<file path="config.mk">
export PLATFORM = sky130hd
export DESIGN_NAME = ce_reset_gen
export DESIGN_NICKNAME = d
export VERILOG_FILES = /design/src/rtl/ce_reset_gen.sv
export SDC_FILE = /design/constraint.sdc
export NUM_CORES = 1
export LEC_CHECK = 0
export ABC_AREA = 1
export BUFFER_PORTS_ARGS = -buffer_cell sky130_fd_sc_hd__buf_2
export CAP_MARGIN = 25
export CORE_MARGIN = 2
export CORE_UTILIZATION = 54
export DETAILED_ROUTE_END_ITERATION = 16
export GPL_TIMING_DRIVEN = 0
export PLACE_DENSITY = 0.8
export SYNTH_ARGS = -nofsm -noshare
export SYNTH_HDL_FRONTEND = slang
export SYNTH_SLANG_ARGS = --single-unit
</file>
<file path="constraint.sdc">
create_clock -name clock -period 1.4 [get_ports clock]
set_input_delay 0.42 -clock clock [delete_from_list [all_inputs] [get_ports clock]]
set_output_delay 0.42 -clock clock [all_outputs]
set_load 0.03 [all_outputs]
</file>
<file path="src/rtl/ce_reset_gen.sv">
// ce_reset_gen: system reset and clock-enable strobe generator for the ZX48 core.
// It waits for a stable DCM lock and then releases rst_n. A free-running /16
// phase counter produces the 14 MHz, 7 MHz and 3.5 MHz single-cycle enables.
// A pause request freezes only the CPU (3.5 MHz) strobes, and only at a period
// boundary, so the CPU never sees a rising-phase strobe without its falling one.
module ce_reset_gen #(
    parameter int HOLD = 1024,
    parameter int SYNC = 2
) (
    input  logic clock,
    input  logic reset,
    input  logic locked,
    input  logic pause,
    output logic rst_n,
    output logic ready,
    output logic ce14,
    output logic pe7,
    output logic ne7,
    output logic pe3m5,
    output logic ne3m5,
    output logic paused
);

    localparam int              HW     = $clog2(HOLD + 1);
    localparam logic [HW-1:0]   HOLD_V = HW'(HOLD);

    logic [SYNC-1:0] sync_reg;
    logic [SYNC-1:0] sync_next;
    logic            ls;
    logic [HW-1:0]   hold_reg;
    logic            rst_n_reg;
    logic [3:0]      phase_reg;
    logic            ce14_reg;
    logic            pe7_reg;
    logic            ne7_reg;
    logic            pe3m5_reg;
    logic            ne3m5_reg;
    logic            paused_reg;

    // The shift path of the synchronizer: stage 0 takes the raw flag, each
    // later stage takes the one before it.
    assign sync_next[0] = locked;
    generate
        for (genvar gi = 1; gi < SYNC; gi++) begin : g_sync
            assign sync_next[gi] = sync_reg[gi-1];
        end
    endgenerate

    assign ls = sync_reg[SYNC-1];

    // Bring the asynchronous lock flag into the clock domain.
    always_ff @(posedge clock) begin
        if (!reset) begin
            sync_reg <= '0;
        end else begin
            sync_reg <= sync_next;
        end
    end

    // Hold off rst_n until the lock has been stable for HOLD cycles; any
    // lock loss restarts the wait and re-asserts reset immediately.
    always_ff @(posedge clock) begin
        if (!reset || !ls) begin
            hold_reg  <= '0;
            rst_n_reg <= 1'b0;
        end else if (hold_reg < HOLD_V) begin
            hold_reg  <= hold_reg + 1'b1;
        end else begin
            rst_n_reg <= 1'b1;
        end
    end

    // Phase counter, strobe decode and pause latch. Lock loss clears this
    // state on the same edge that rst_n falls, so strobes stop at once.
    always_ff @(posedge clock) begin
        if (!reset || !ls || !rst_n_reg) begin
            phase_reg  <= 4'd0;
            ce14_reg   <= 1'b0;
            pe7_reg    <= 1'b0;
            ne7_reg    <= 1'b0;
            pe3m5_reg  <= 1'b0;
            ne3m5_reg  <= 1'b0;
            paused_reg <= 1'b0;
        end else begin
            phase_reg <= phase_reg + 4'd1;
            ce14_reg  <= (phase_reg[1:0] == 2'b11);
            pe7_reg   <= (phase_reg[2:0] == 3'b011);
            ne7_reg   <= (phase_reg[2:0] == 3'b111);
            pe3m5_reg <= (phase_reg == 4'b0111) && !paused_reg;
            // The boundary's own ne3m5 uses the old latch value, so a
            // started CPU period always completes.
            ne3m5_reg <= (phase_reg == 4'b1111) && !paused_reg;
            if (phase_reg == 4'b1111) begin
                paused_reg <= pause;
            end
        end
    end

    assign rst_n  = rst_n_reg;
    assign ready  = rst_n_reg & ~paused_reg;
    assign ce14   = ce14_reg;
    assign pe7    = pe7_reg;
    assign ne7    = ne7_reg;
    assign pe3m5  = pe3m5_reg;
    assign ne3m5  = ne3m5_reg;
    assign paused = paused_reg;

endmodule

</file>
==> results of run 1 <==
cells in the mapped netlist, drive strengths merged:
cell,number
nand2,22
o21ai,3
nor3,2
nand3,9
nor2,21
nand4,3
ha,4
dfxtp,24
a21oi,9
inv,17
o21bai,3
final cells by class:
| class | count | area share |
|---|---|---|
| timing repair buffer | 12 | 0.0608 |
| tap | 25 | 0.0277 |
| inverter | 17 | 0.0608 |
| sequential | 24 | 0.427 |
| clock buffer | 3 | 0.0199 |
| clock inverter | 1 | 0.0265 |
| multi-input combinational | 76 | 0.377 |
per-stage QoR:
stage | util | cell area (µm²) | power, mW | hold WS, ns | setup TNS [ns]
detailed placement | 0.619 | 1060 | 0.721 | 0.412 | 0
floorplan | - | 971 | 0.713 | 0.390 | 0
global route | 0.662 | 1130 | 1.24 | 0.266 | -0.0322
CTS | 0.656 | 1120 | 1.21 | 0.280 | 0
global placement | 0.619 | 1060 | 0.720 | 0.396 | 0
finish | 0.662 | 1130 | 1.20 | 0.290 | 0
kinds of logic after synthesis:
kind of cell | after synthesis | synth area share
fa+ha+maj | 4 | 0.0517
compound gates | 15 | 0.0891
simple gates | 57 | 0.292
buf+inv | 17 | 0.0711
flops | 24 | 0.496
metal layers:
layer | vias to the layer above | share of wire | wire [µm] | track usage
met3 | 2 | 0.016 | 24 | 0.0353
met5 | - | 0 | 0 | 0
met2 | 3 | 0.49 | 750 | 0.272
li1 | 406 | - | - | -
met1 | 340 | 0.48 | 741 | 0.184
met4 | 0 | 0.0085 | 13 | 0.0514
worst max-delay path, delay by kind of cell (launching register included):
family / cells / cell delay, ns
DFF: 1 / 0.37
buffers and inverters: 2 / 0.18
and+or+nand+nor: 1 / 0.09
path summary, 6_finish.rpt:
path,depth (start not counted),to,startpoint
worst max-delay path,3,ready,rst_n$_SDFFE_PP0P_
worst min-delay path,3,sync_reg[0]$_SDFF_PN0_,locked
worst min register to register,2,sync_reg[1]$_SDFF_PN0_,sync_reg[0]$_SDFF_PN0_
worst max register to register,5,hold_reg[10]$_SDFFE_PP0N_,hold_reg[0]$_SDFFE_PP0N_
power groups by stage:
stage | registers (mW) | logic (mW) | clock network [mW]
6_report | 0.689 | 0.0165 | 0.498
5_1_grt | 0.689 | 0.0186 | 0.533
4_1_cts | 0.689 | 0.0169 | 0.506
3_5_place_dp | 0.704 | 0.0169 | 0
3_3_place_gp | 0.704 | 0.0159 | 0
2_1_floorplan | 0.703 | 0.00936 | 0
what timing repair did:
action | CTS | global route
pin swaps | 0 | 1
buffers inserted | 1 | 0
resized for setup | 2 | 4
setup endpoints to repair | 1 | 2
==> impl_metrics.ini, run 1 <==
[outcome]
status = complete, no violations

[logic_synthesis]
synth.area.top_cells = dfxtp_1 50%, nand2_1 7.0%, nor2_1 7.0%
ys.warnings.count = 0
synth.yosys.seq_area_share = 0.496
synth_seq_cells = 24
synth_largest_type_area_fraction = 0.496
syn-cell-area_um2 = 968
yosysUniqueCellTypes = 19
synth_nets = 125
synth_top_cell_by_area = dfxtp_1
synth_cells = 117
avgSynthCellArea_um2 = 8.28

[setup_path]
cp.required_ns = 0.98
worst_setup_path_start_kind = register
cp_slowest_stage_delay_ns = 0.37
worstPathArrival_ns = 0.96
worst-path-max-fanout = 3
rrSetupSlack_ns = 0.25
path_cells = inv_2, nor2_4, buf_6
crit_path_top_delay_cell = dfxtp_2
crit_type = register to output port
endpoint_kind = output port

[floorplan]
width_of_the_die_um = 46.4
floorplan.die_area_um2 = 2150
core.rowCount = 15
initial_utilization = 0.567
placeableCoreArea_um2 = 1710
total_i_o_pin_count = 12
die_h_um = 46.4

[power_and_ir_drop]
p_int_mw = 0.982
worst_ir_drop_vdd_v = 0.000784
power.clock.fraction = 0.414
share_seq_of_total_power = 0.573
relative_contribution_of_combinational_cells_to_total_power = 0.014
p_sw_mw = 0.221
p_sw_frac = 0.183
static-leakage-power_nw = 0.468
cellPowerDensity_nw_per_um2 = 1060

[clocking]
cts_root_buffer = clkbuf_4
tritoncts = yes
cts_max_path_bufs = 2
clk_pin_slew_ns = 0.14
htree_levels = 1
cts-hold-fix-buffers = 0
cts-buffers-inserted = 3
insertion_delay_ns = 0.31
cts.sink_count = 24

[cells_and_area]
largest_reg_flops = 11
most-common-layout-cells = 22 x dfxtp_1, 18 x nand2_1, 17 x nor2_1
layout.cells.most_common = dfxtp_1
antenna-diode-count = 0
nFillCells = 144
ff_latch_area_um2 = 483
count_of_placed_standard_cells_in_the_final_layout_fillers_left_out = 158
synthToLayoutAreaGrowth_pct = 16.8
share_of_cells_above_drive_strength_1 = 0.241
combined_area_of_the_multi_input_logic_cells_um2 = 427
layout.nets = 142

[route]
route.antenna.remaining_nets = 0
vias_cell = 4.75
detail_route.wirelength_um = 1530
wl_per_instance_um = 9.68
vias = 751
detailedRoute.firstPassIterationCount = 4
drt_iter0_drc = 11
route.detailed.drc = 0

[worst_hold_path]
hp_class = input port to register

[sta]
timing.final.crit_share = 0.983
final_period_minus_worst_setup_slack_ns = 1.38
max_slew.worst_pin.slew_ns = 0.210
rsz0062_at_grt = true
maxClockFrequency_mhz = 727
report.final.setup_viol = 0
finalHoldViolations = 0
fin_skew_ns = 0.00861
final-max-slew-violation-count = 0
setup_ws_ns = 0.0237
slew_headroom = 0.860

[placement]
place_congestion = 0.748
dp_hpwl_um = 1160
port-buffer-count = 11
dp.cells = 153
dp_worst_setup_slack_ns = 0.232

[grt]
number_of_antenna_violations_at_the_first_check_in_global_routing = 0
overflow = 0
grt_max_degree = 15
grt_pass1_wl_um = 2360
grtUsageTotal = 0.155
vias_in_the_first_global_route = 602

[run]
cap_viol_max_count = 0
No activity file was read; power rests on OpenSTA's default activity.
==> run 2, diff against run 1 <==
--- a/config.mk
+++ b/config.mk
@@ -9,10 +9,10 @@
 export BUFFER_PORTS_ARGS = -buffer_cell sky130_fd_sc_hd__buf_2
 export CAP_MARGIN = 25
 export CORE_MARGIN = 2
-export CORE_UTILIZATION = 54
+export CORE_UTILIZATION = 50
 export DETAILED_ROUTE_END_ITERATION = 16
 export GPL_TIMING_DRIVEN = 0
-export PLACE_DENSITY = 0.8
+export PLACE_DENSITY = 0.75
 export SYNTH_ARGS = -nofsm -noshare
 export SYNTH_HDL_FRONTEND = slang
 export SYNTH_SLANG_ARGS = --single-unit
==> run 2 against run 1 <==
  * Die area rose by 7.3%
  * Critical path depth shrank 1
  * Critical endpoint unchanged
  * Final area increased by 1.4%
  * Via count up 1.7%
  * Clock skew is 0.0024 ns higher
  * Sequential power is essentially flat
  * Routed wire length grew 15%
==> impl_metrics.ini, run 2 (synthesis gave the netlist of run 1 again) <==
[setup_path]
worstPathArrival_ns = 0.94
cp_slowest_stage_delay_ns = 0.37
worst_setup_path_start_kind = register
timing.rr.end = hold_reg[10]$_SDFFE_PP0N_
crit_type = register to output port
crit_path_top_delay_cell = dfxtp_2
cp.required_ns = 0.98
endpoint_kind = output port
worstRegToRegCells = 5
worst-path-max-fanout = 5
path_cells = nor2_4, buf_6
critical_path.reg2reg.startpoint = hold_reg[1]$_SDFFE_PP0N_
rrSetupSlack_ns = 0.20

[cells_and_area]
antenna-diode-count = 0
layout.nets = 143
synthToLayoutAreaGrowth_pct = 18.5
largest_reg_flops = 11
share_of_cells_above_drive_strength_1 = 0.246
layout.cells.most_common = dfxtp_1
nFillCells = 156
final_cell_area_um2 = 1150
most-common-layout-cells = 22 x dfxtp_1, 18 x nand2_1, 17 x nor2_1

[sta]
report.final.setup_viol = 0
final_period_minus_worst_setup_slack_ns = 1.36
maxClockFrequency_mhz = 733
slew_headroom = 0.858
final-max-slew-violation-count = 0
finalHoldViolations = 0
max_slew.worst_pin.slew_ns = 0.214
timing.final.crit_share = 0.974
setup_ws_ns = 0.0361
fin_skew_ns = 0.0110
rsz0062_at_grt = true

[placement]
port-buffer-count = 11
dp_worst_setup_slack_ns = 0.228
post_dp_cell_area_um2 = 1060
place_congestion = 0.729
dp_hpwl_um = 1250

[run]
cap_viol_max_count = 0

[floorplan]
core.rowCount = 15
floorplan.die_area_um2 = 2300
placeableCoreArea_um2 = 1780
width_of_the_die_um = 48.0
total_i_o_pin_count = 12
initial_utilization = 0.543
die_h_um = 48.0

[clocking]
tritoncts = yes
insertion_delay_ns = 0.32
cts.sink_count = 24
cts-buffers-inserted = 3
clk_pin_slew_ns = 0.14
cts_root_buffer = clkbuf_4
cts-hold-fix-buffers = 0
cts_max_path_bufs = 2
htree_levels = 1

[outcome]
status = complete, no violations

[power_and_ir_drop]
cellPowerDensity_nw_per_um2 = 1050
worst_ir_drop_vdd_v = 0.000728
static-leakage-power_nw = 0.475

[grt]
grt_pass1_wl_um = 2850
grtUsageTotal = 0.184
overflow = 0
grt_max_degree = 15
number_of_antenna_violations_at_the_first_check_in_global_routing = 0
vias_in_the_first_global_route = 731

[worst_hold_path]
min_path_cells = 3
hp_class = input port to register
holdPathEnd = sync_reg[0]$_SDFF_PN0_
holdCritStartpoint = locked

[route]
drt_iter0_drc = 6
route.detailed.drc = 0
wl_per_instance_um = 11.1
detail_route.wirelength_um = 1760
route.antenna.remaining_nets = 0
vias = 764
vias_cell = 4.81
detailedRoute.firstPassIterationCount = 4
==> run 2: area by class of cell <==
type	count	area, µm²	share of cell area
repair buffers	13	85.1	0.0742
inverters	17	68.8	0.0600
multi-input cells	76	427	0.372
clock buffers	3	22.5	0.0196
clock inverters	1	30.0	0.0262
well taps	25	31.3	0.0273
flip-flops and latches	24	483	0.421
==> run 2: how the worst max path moves through the flow <==
stage	start	end	slack [ns]	cells after the start
4_1_cts	rst_n$_SDFFE_PP0P_	ready	0.004	3
2_1_floorplan	rst_n$_SDFFE_PP0P_	ready	0.04	2
3_3_place_gp	rst_n$_SDFFE_PP0P_	ready	0.25	3
5_1_grt	rst_n$_SDFFE_PP0P_	ready	-0.01	3
6_report	paused$_SDFFE_PP0N_	ready	0.04	2
3_5_place_dp	hold_reg[1]$_SDFFE_PP0N_	hold_reg[10]$_SDFFE_PP0N_	0.23	5
==> run 2: timing repair <==
item,CTS,global route
pin swaps,1,1
endpoints found under the setup margin,2,3
setup buffers,2,0
hold endpoints to repair,0,0
gates resized for setup,5,5
==> run 2: where the power goes <==
part | switching (mW) | internal [mW] | total, mW
combinational | 0.00968 | 0.00666 | 0.0163
sequential | 0.00234 | 0.686 | 0.689
clock | 0.210 | 0.290 | 0.500
total | 0.222 | 0.983 | 1.20
==> run 2: routing by layer <==
| layer | GRT usage | vias up | wire (µm) |
|---|---|---|---|
| met5 | 0 | - | 0 |
| met4 | 0.0973 | 0 | 43 |
| met3 | 0.0340 | 5 | 44 |
| met2 | 0.307 | 10 | 829 |
| met1 | 0.223 | 342 | 840 |
| li1 | - | 407 | - |
==> run 2: critical path: cells and delay by family, from the launching register on <==
family	cells	cell delay, ns
flops	1	0.37
buf+inv	1	0.13
simple gates	1	0.11
==> run 2: stage by stage <==
step	setup TNS, ns	hold WS, ns	cells	power, mW	util
6_report	0	0.281	159	1.20	0.644
5_1_grt	-0.0148	0.280	159	1.24	0.644
4_1_cts	0	0.274	159	1.21	0.636
3_5_place_dp	0	0.408	153	0.721	0.593
3_3_place_gp	0	0.399	153	0.720	0.593
2_1_floorplan	0	0.390	117	0.713	-
